$ cat config.mk
export PLATFORM = sky130hd
export DESIGN_NAME = demux_dispatch_ctrl
export DESIGN_NICKNAME = d
export VERILOG_FILES = /design/src/rtl/demux_ctrl_pkg.sv /design/src/rtl/dispatch_sat_counter.sv /design/src/rtl/demux_dispatch_ctrl.sv
export SDC_FILE = /design/constraint.sdc
export NUM_CORES = 1
export LEC_CHECK = 0
export ABC_AREA = 0
export CELL_PAD_IN_SITES_DETAIL_PLACEMENT = 1
export CELL_PAD_IN_SITES_GLOBAL_PLACEMENT = 1
export CORE_MARGIN = 3
export CORE_UTILIZATION = 35
export DETAILED_ROUTE_END_ITERATION = 10
export HOLD_SLACK_MARGIN = 0.12
export PLACE_DENSITY_LB_ADDON = 0.1
export RECOVER_POWER = 25
export SYNTH_ARGS = -nofsm -noshare
export SYNTH_HDL_FRONTEND = slang
export SYNTH_SLANG_ARGS = --single-unit
$ cat constraint.sdc
create_clock -name clk -period 2.2 [get_ports clk]
set_input_delay 0.22 -clock clk [delete_from_list [all_inputs] [get_ports clk]]
set_output_delay 0.22 -clock clk [all_outputs]
set_load 0.02 [all_outputs]
$ cat src/rtl/demux_ctrl_pkg.sv
// Shared types and helpers for the 1-to-4 dispatch controller.
// Holds the FSM state encoding, channel-select type and one-hot decode.
package demux_ctrl_pkg;

  typedef enum logic [0:0] {
    IDLE = 1'b0,
    HOLD = 1'b1
  } state_t;

  localparam int N_CH = 4;

  typedef logic [1:0] ch_sel_t;

  function automatic logic [3:0] onehot4(input ch_sel_t sel);
    logic [3:0] vec;
    vec      = 4'b0000;
    vec[sel] = 1'b1;
    return vec;
  endfunction

endpackage

$ cat src/rtl/dispatch_sat_counter.sv
// Saturating delivery counter; a synchronous clear takes priority over an increment.
module dispatch_sat_counter #(
  parameter int CNT_W = 8
) (
  input  logic             clk,
  input  logic             rst_n,
  input  logic             clr,
  input  logic             inc,
  output logic [CNT_W-1:0] cnt
);

  localparam logic [CNT_W-1:0] CNT_MAX = {CNT_W{1'b1}};
  localparam logic [CNT_W-1:0] CNT_ONE = {{(CNT_W-1){1'b0}}, 1'b1};

  // Count register: clear, saturating increment, else hold.
  always_ff @(posedge clk or negedge rst_n) begin
    if (!rst_n) begin
      cnt <= {CNT_W{1'b0}};
    end else if (clr) begin
      cnt <= {CNT_W{1'b0}};
    end else if (inc && (cnt != CNT_MAX)) begin
      cnt <= cnt + CNT_ONE;
    end else begin
      cnt <= cnt;
    end
  end

endmodule

$ cat src/rtl/demux_dispatch_ctrl.sv
// One-entry holding buffer that steers each accepted word to one of four channels,
// either round-robin with stall-skip or by a per-word destination field.
module demux_dispatch_ctrl
  import demux_ctrl_pkg::*;
#(
  parameter int DATA_W    = 8,
  parameter int CNT_W     = 8,
  parameter int STALL_MAX = 4
) (
  input  logic                  clk,
  input  logic                  rst_n,
  input  logic                  mode,
  input  logic [1:0]            dest_i,
  input  logic                  in_valid,
  input  logic [DATA_W-1:0]     in_data,
  output logic                  in_ready,
  output logic [3:0]            out_valid,
  output logic [DATA_W-1:0]     out_data,
  input  logic [3:0]            out_ready,
  output logic [1:0]            out_sel,
  output logic                  busy,
  input  logic                  clr_cnt,
  output logic [4*CNT_W-1:0]    cnt_o
);

  localparam int STALL_W = (STALL_MAX > 1) ? $clog2(STALL_MAX) : 1;
  localparam logic [STALL_W-1:0] STALL_LAST = STALL_W'(STALL_MAX - 1);
  localparam logic [STALL_W-1:0] STALL_ONE  = STALL_W'(1);

  state_t              state_r, next_state_s;
  ch_sel_t             sel_r, next_sel_s;
  ch_sel_t             ptr_r, next_ptr_s;
  logic [STALL_W-1:0]  stall_r, next_stall_s;
  logic                mode_r;
  logic [DATA_W-1:0]   data_r;
  logic [3:0]          valid_r;
  logic                capture_s;
  logic                deliver_s;
  logic [3:0]          inc_s;

  assign in_ready  = (state_r == IDLE) ? 1'b1 : out_ready[sel_r];
  assign capture_s = in_valid & in_ready;
  assign deliver_s = (state_r == HOLD) & out_ready[sel_r];
  assign inc_s     = deliver_s ? onehot4(sel_r) : 4'b0000;

  assign out_valid = valid_r;
  assign out_data  = data_r;
  assign out_sel   = sel_r;
  assign busy      = (state_r == HOLD);

  // Next-state, steering and stall-rotation decisions.
  always_comb begin
    next_state_s = state_r;
    next_sel_s   = sel_r;
    next_ptr_s   = ptr_r;
    next_stall_s = stall_r;
    case (state_r)
      IDLE: begin
        if (capture_s) begin
          next_state_s = HOLD;
          next_sel_s   = mode ? dest_i : ptr_r;
          next_stall_s = {STALL_W{1'b0}};
        end else begin
          next_state_s = IDLE;
        end
      end
      HOLD: begin
        if (deliver_s) begin
          next_ptr_s = sel_r + 2'd1;
          if (capture_s) begin
            // Back-to-back: the new word steers from the just-advanced pointer.
            next_state_s = HOLD;
            next_sel_s   = mode ? dest_i : (sel_r + 2'd1);
            next_stall_s = {STALL_W{1'b0}};
          end else begin
            next_state_s = IDLE;
          end
        end else if (!mode_r) begin
          if (stall_r == STALL_LAST) begin
            next_sel_s   = sel_r + 2'd1;
            next_stall_s = {STALL_W{1'b0}};
          end else begin
            next_stall_s = stall_r + STALL_ONE;
          end
        end else begin
          next_stall_s = stall_r;
        end
      end
      default: begin
        next_state_s = IDLE;
      end
    endcase
  end

  // State register.
  always_ff @(posedge clk or negedge rst_n) begin
    if (!rst_n) begin
      state_r <= IDLE;
    end else begin
      state_r <= next_state_s;
    end
  end

  // Steering, buffer and registered channel-valid.
  always_ff @(posedge clk or negedge rst_n) begin
    if (!rst_n) begin
      sel_r   <= 2'd0;
      ptr_r   <= 2'd0;
      stall_r <= {STALL_W{1'b0}};
      mode_r  <= 1'b0;
      data_r  <= {DATA_W{1'b0}};
      valid_r <= 4'b0000;
    end else begin
      sel_r   <= next_sel_s;
      ptr_r   <= next_ptr_s;
      stall_r <= next_stall_s;
      valid_r <= (next_state_s == HOLD) ? onehot4(next_sel_s) : 4'b0000;
      if (capture_s) begin
        data_r <= in_data;
        mode_r <= mode;
      end else begin
        data_r <= data_r;
        mode_r <= mode_r;
      end
    end
  end

  for (genvar k = 0; k < N_CH; k++) begin : g_cnt
    dispatch_sat_counter #(.CNT_W(CNT_W)) u_cnt (
      .clk   (clk),
      .rst_n (rst_n),
      .clr   (clr_cnt),
      .inc   (inc_s[k]),
      .cnt   (cnt_o[k*CNT_W +: CNT_W])
    );
  end

endmodule

==> results_dict.tcl <==
set metrics [dict create \
    cts_buffer_depth 2 \
    totalWireLength_um 6820 \
    fmax_ghz 0.508 \
    worstSetupEndpoint "g_cnt[2].u_cnt.cnt[7]" \
    core.rowCount 31 \
    ir_drop_v 0.000385 \
    layout-drive-gt1-share 0.0925 \
    die_height_um 94.7 \
    synth_cells 260 \
    cp-start-kind "register" \
    period_share 0.894 \
    antenna_found_initial 0 \
    clkLatencyLatePin_ps 310 \
    rr_endpoint "g_cnt[2].u_cnt.cnt[7]" \
    grt_pass1_vias 2386 \
    ant_nets 0 \
    tns_ps 0 \
    wl_per_cell_um 15.7 \
    hp-class "register to register" \
    ys_types 49 \
    criticalPathCategory "register to register" \
    r2r_cells 6 \
    synth.top_cell.area_share 0.473 \
    num_vias 2289 \
    place.port_buffers 66 \
    tightestPinTransition_ps 1340 \
    synth_warnings 0 \
    grtUsageTotal 0.166 \
    finalSetupViolCount 0 \
    status "finished clean" \
    syn-cell-area_um2 2750 \
    fin_nets 362 \
    drcViolationCount 0 \
    vias_per_cell 5.27 \
    rsz0062_at_grt "no" \
    cp-end-kind "register" \
    grt-ovfl-total 0 \
    synth.ff_latch_count 52 \
    synth_common_cells "dfrtp_1 (52), nor2_1 (22), a21oi_1 (17)" \
    dieArea_um2 8970 \
    grt_start_max_net_pins 33 \
    coreArea_um2 7450 \
    cts_root_buffer "clkbuf_8" \
    crit_required_ps 2440 \
    r2r_start "out_sel[0]" \
    fin_skew_ps 5.86 \
    drv_slew 0 \
    p_total_uw 3370 \
    initial_core_util 0.370 \
    p_per_area_nw_per_um2 919 \
    antennaDiodeCount 0 \
    hold_viol_final 0 \
    async_reset_ff_frac 1.00 \
    avgSynthCellArea_um2 10.6 \
    synth_edf_count 0 \
    startpoint "out_sel[0]" \
    p_leak_uw 0.00152 \
    synth-main-ff-cell "dfrtp_1" \
    synth_most_common_cell "dfrtp_1" \
    die_w_um 94.7 \
    dr.pass1.iters 4 \
    synth_area_leader_cell "dfrtp_1" \
    place_hpwl_um 5070 \
    max-slew-margin-rel 0.110 \
    min_period_ps 1970 \
    syn_nets 288 \
    area_growth_pct 33.1 \
    cap_viol_max_count 0 \
    tritoncts "yes" \
    cts_buffers 5 \
    ys_top_cells_by_area "dfrtp_1 (47%), mux2_1 (4.5%), ha_1 (4.1%), mux2i_1 (3.3%), a21oi_1 (3.1%)" \
    arrival_ps 2200 \
    place.gp.congestion 0.751 \
    drt_iter0_drc 26 \
    clock-sinks 52 \
    htree_levels 2 \
    r2r_slack_ps 230 \
    cp_max_fo 9 \
    clk_pin_slew_worst_paths_ps 100 \
    grt_pass1_wl_um 11800 \
    synth.yosys.seq_area_share 0.473 \
    num_io_pins 67 \
]
-- cell families (layout without fill, tap and decap cells) --
group                      after synthesis  in the layout  share of synthesized area
adders and majority gates                9              9                     0.0409
AOI/OAI and AO/OA                       55             55                      0.142
xor gates and xnor gates                 9              9                     0.0286
buffers and inverters                   21             96                     0.0409
DFF                                     52             52                      0.473
muxes                                   21             21                     0.0859
and+or+nand+nor                         93             93                      0.189
-- timing repair --
action	CTS	global route
setup endpoints to repair	1	1
hold endpoints to repair	22	0
hold buffers	1	0
gates resized for setup	0	1
buffers inserted	1	0
-- flip-flops by register name (all words and copies together) (netlist names) --
signal and count:
g_cnt.u_cnt.cnt 32, busy 1, mode_r 1, out_valid 4, ptr_r 2, out_sel 2
out_data 8, stall_r 2
-- critical path, stage by stage (launching register included) --
cell and delay, ps:
dfrtp_1 420, mux4_2 370, buf_4 150, o2111ai_2 220
buf_4 250, or3_1 340, a21oi_1 150
-- how the worst min path moves through the flow --
stage	startpoint	to	slack, ps	cells past startpoint
floorplan	rst_n	busy	-80	0
global placement	rst_n	g_cnt[1].u_cnt.cnt[3]	240	1
detailed placement	rst_n	g_cnt[1].u_cnt.cnt[3]	240	1
CTS	rst_n	g_cnt[1].u_cnt.cnt[3]	440	2
global route	in_data[7]	out_data[7]	500	2
finish	ptr_r[0]	ptr_r[0]	490	2
-- per-stage QoR --
step | cells | hold WS [ps] | instance area, um2 | setup WS, ps | utilization
after global placement | 424 | 244 | 3550 | 106 | 0.477
after global routing | 434 | 505 | 3660 | 110 | 0.492
after floorplan | 260 | -75.6 | 2750 | 138 | -
after CTS | 434 | 436 | 3660 | 7.65 | 0.492
after detailed placement | 424 | 239 | 3550 | 44.3 | 0.477
final | 434 | 494 | 3660 | 233 | 0.492
-- area by class of cell --
cell class | count | area (um2)
fill | 849 | 3780
multi-input combinational | 187 | 1340
sequential | 52 | 1300
timing repair buffer | 80 | 777
tap | 99 | 124
clock buffer | 7 | 86.3
inverter | 8 | 30.0
clock inverter | 1 | 7.51
-- per-layer routing --
metal | global-route usage | wire, um | vias to the layer above
met5 | 0 | 0 | -
met4 | 0.0433 | 71 | 0
met3 | 0.0287 | 179 | 5
met2 | 0.275 | 3440 | 32
met1 | 0.224 | 3130 | 1148
li1 | - | - | 1104
-- where the power goes --
group | internal (uW) | leakage (uW) | switching (uW) | total, uW
Sequential | 1140 | 0.000688 | 138 | 1280
Combinational | 722 | 0.000793 | 791 | 1510
Clock | 257 | 0.0000445 | 322 | 578
Total | 2120 | 0.00152 | 1250 | 3370
-- layout by cell type, fill, tap and decap left out, types with 2 or more instances in the layout --
cell and instances:
clkdlybuf4s50_1 64, dfrtp_1 52, nor2_1 22, a21oi_1 17
nand2_1 13, nand3_1 13, buf_4 12, mux2_1 11
mux2i_1 9, or3_1 9, ha_1 9, xor2_1 8
inv_1 7, nand4_1 6, o21ai_0 6, clkbuf_8 6
o31ai_1 5, or4_1 5, and3_1 5, nand2b_1 4
o2111ai_1 4, and4_1 4, o21ai_1 4, a31oi_1 3
a211oi_1 3, o2111ai_2 3, nor3_1 2, a22o_1 2
o211ai_1 2, clkbuf_1 2
Note: power is estimated with default switching activity, not from simulation.
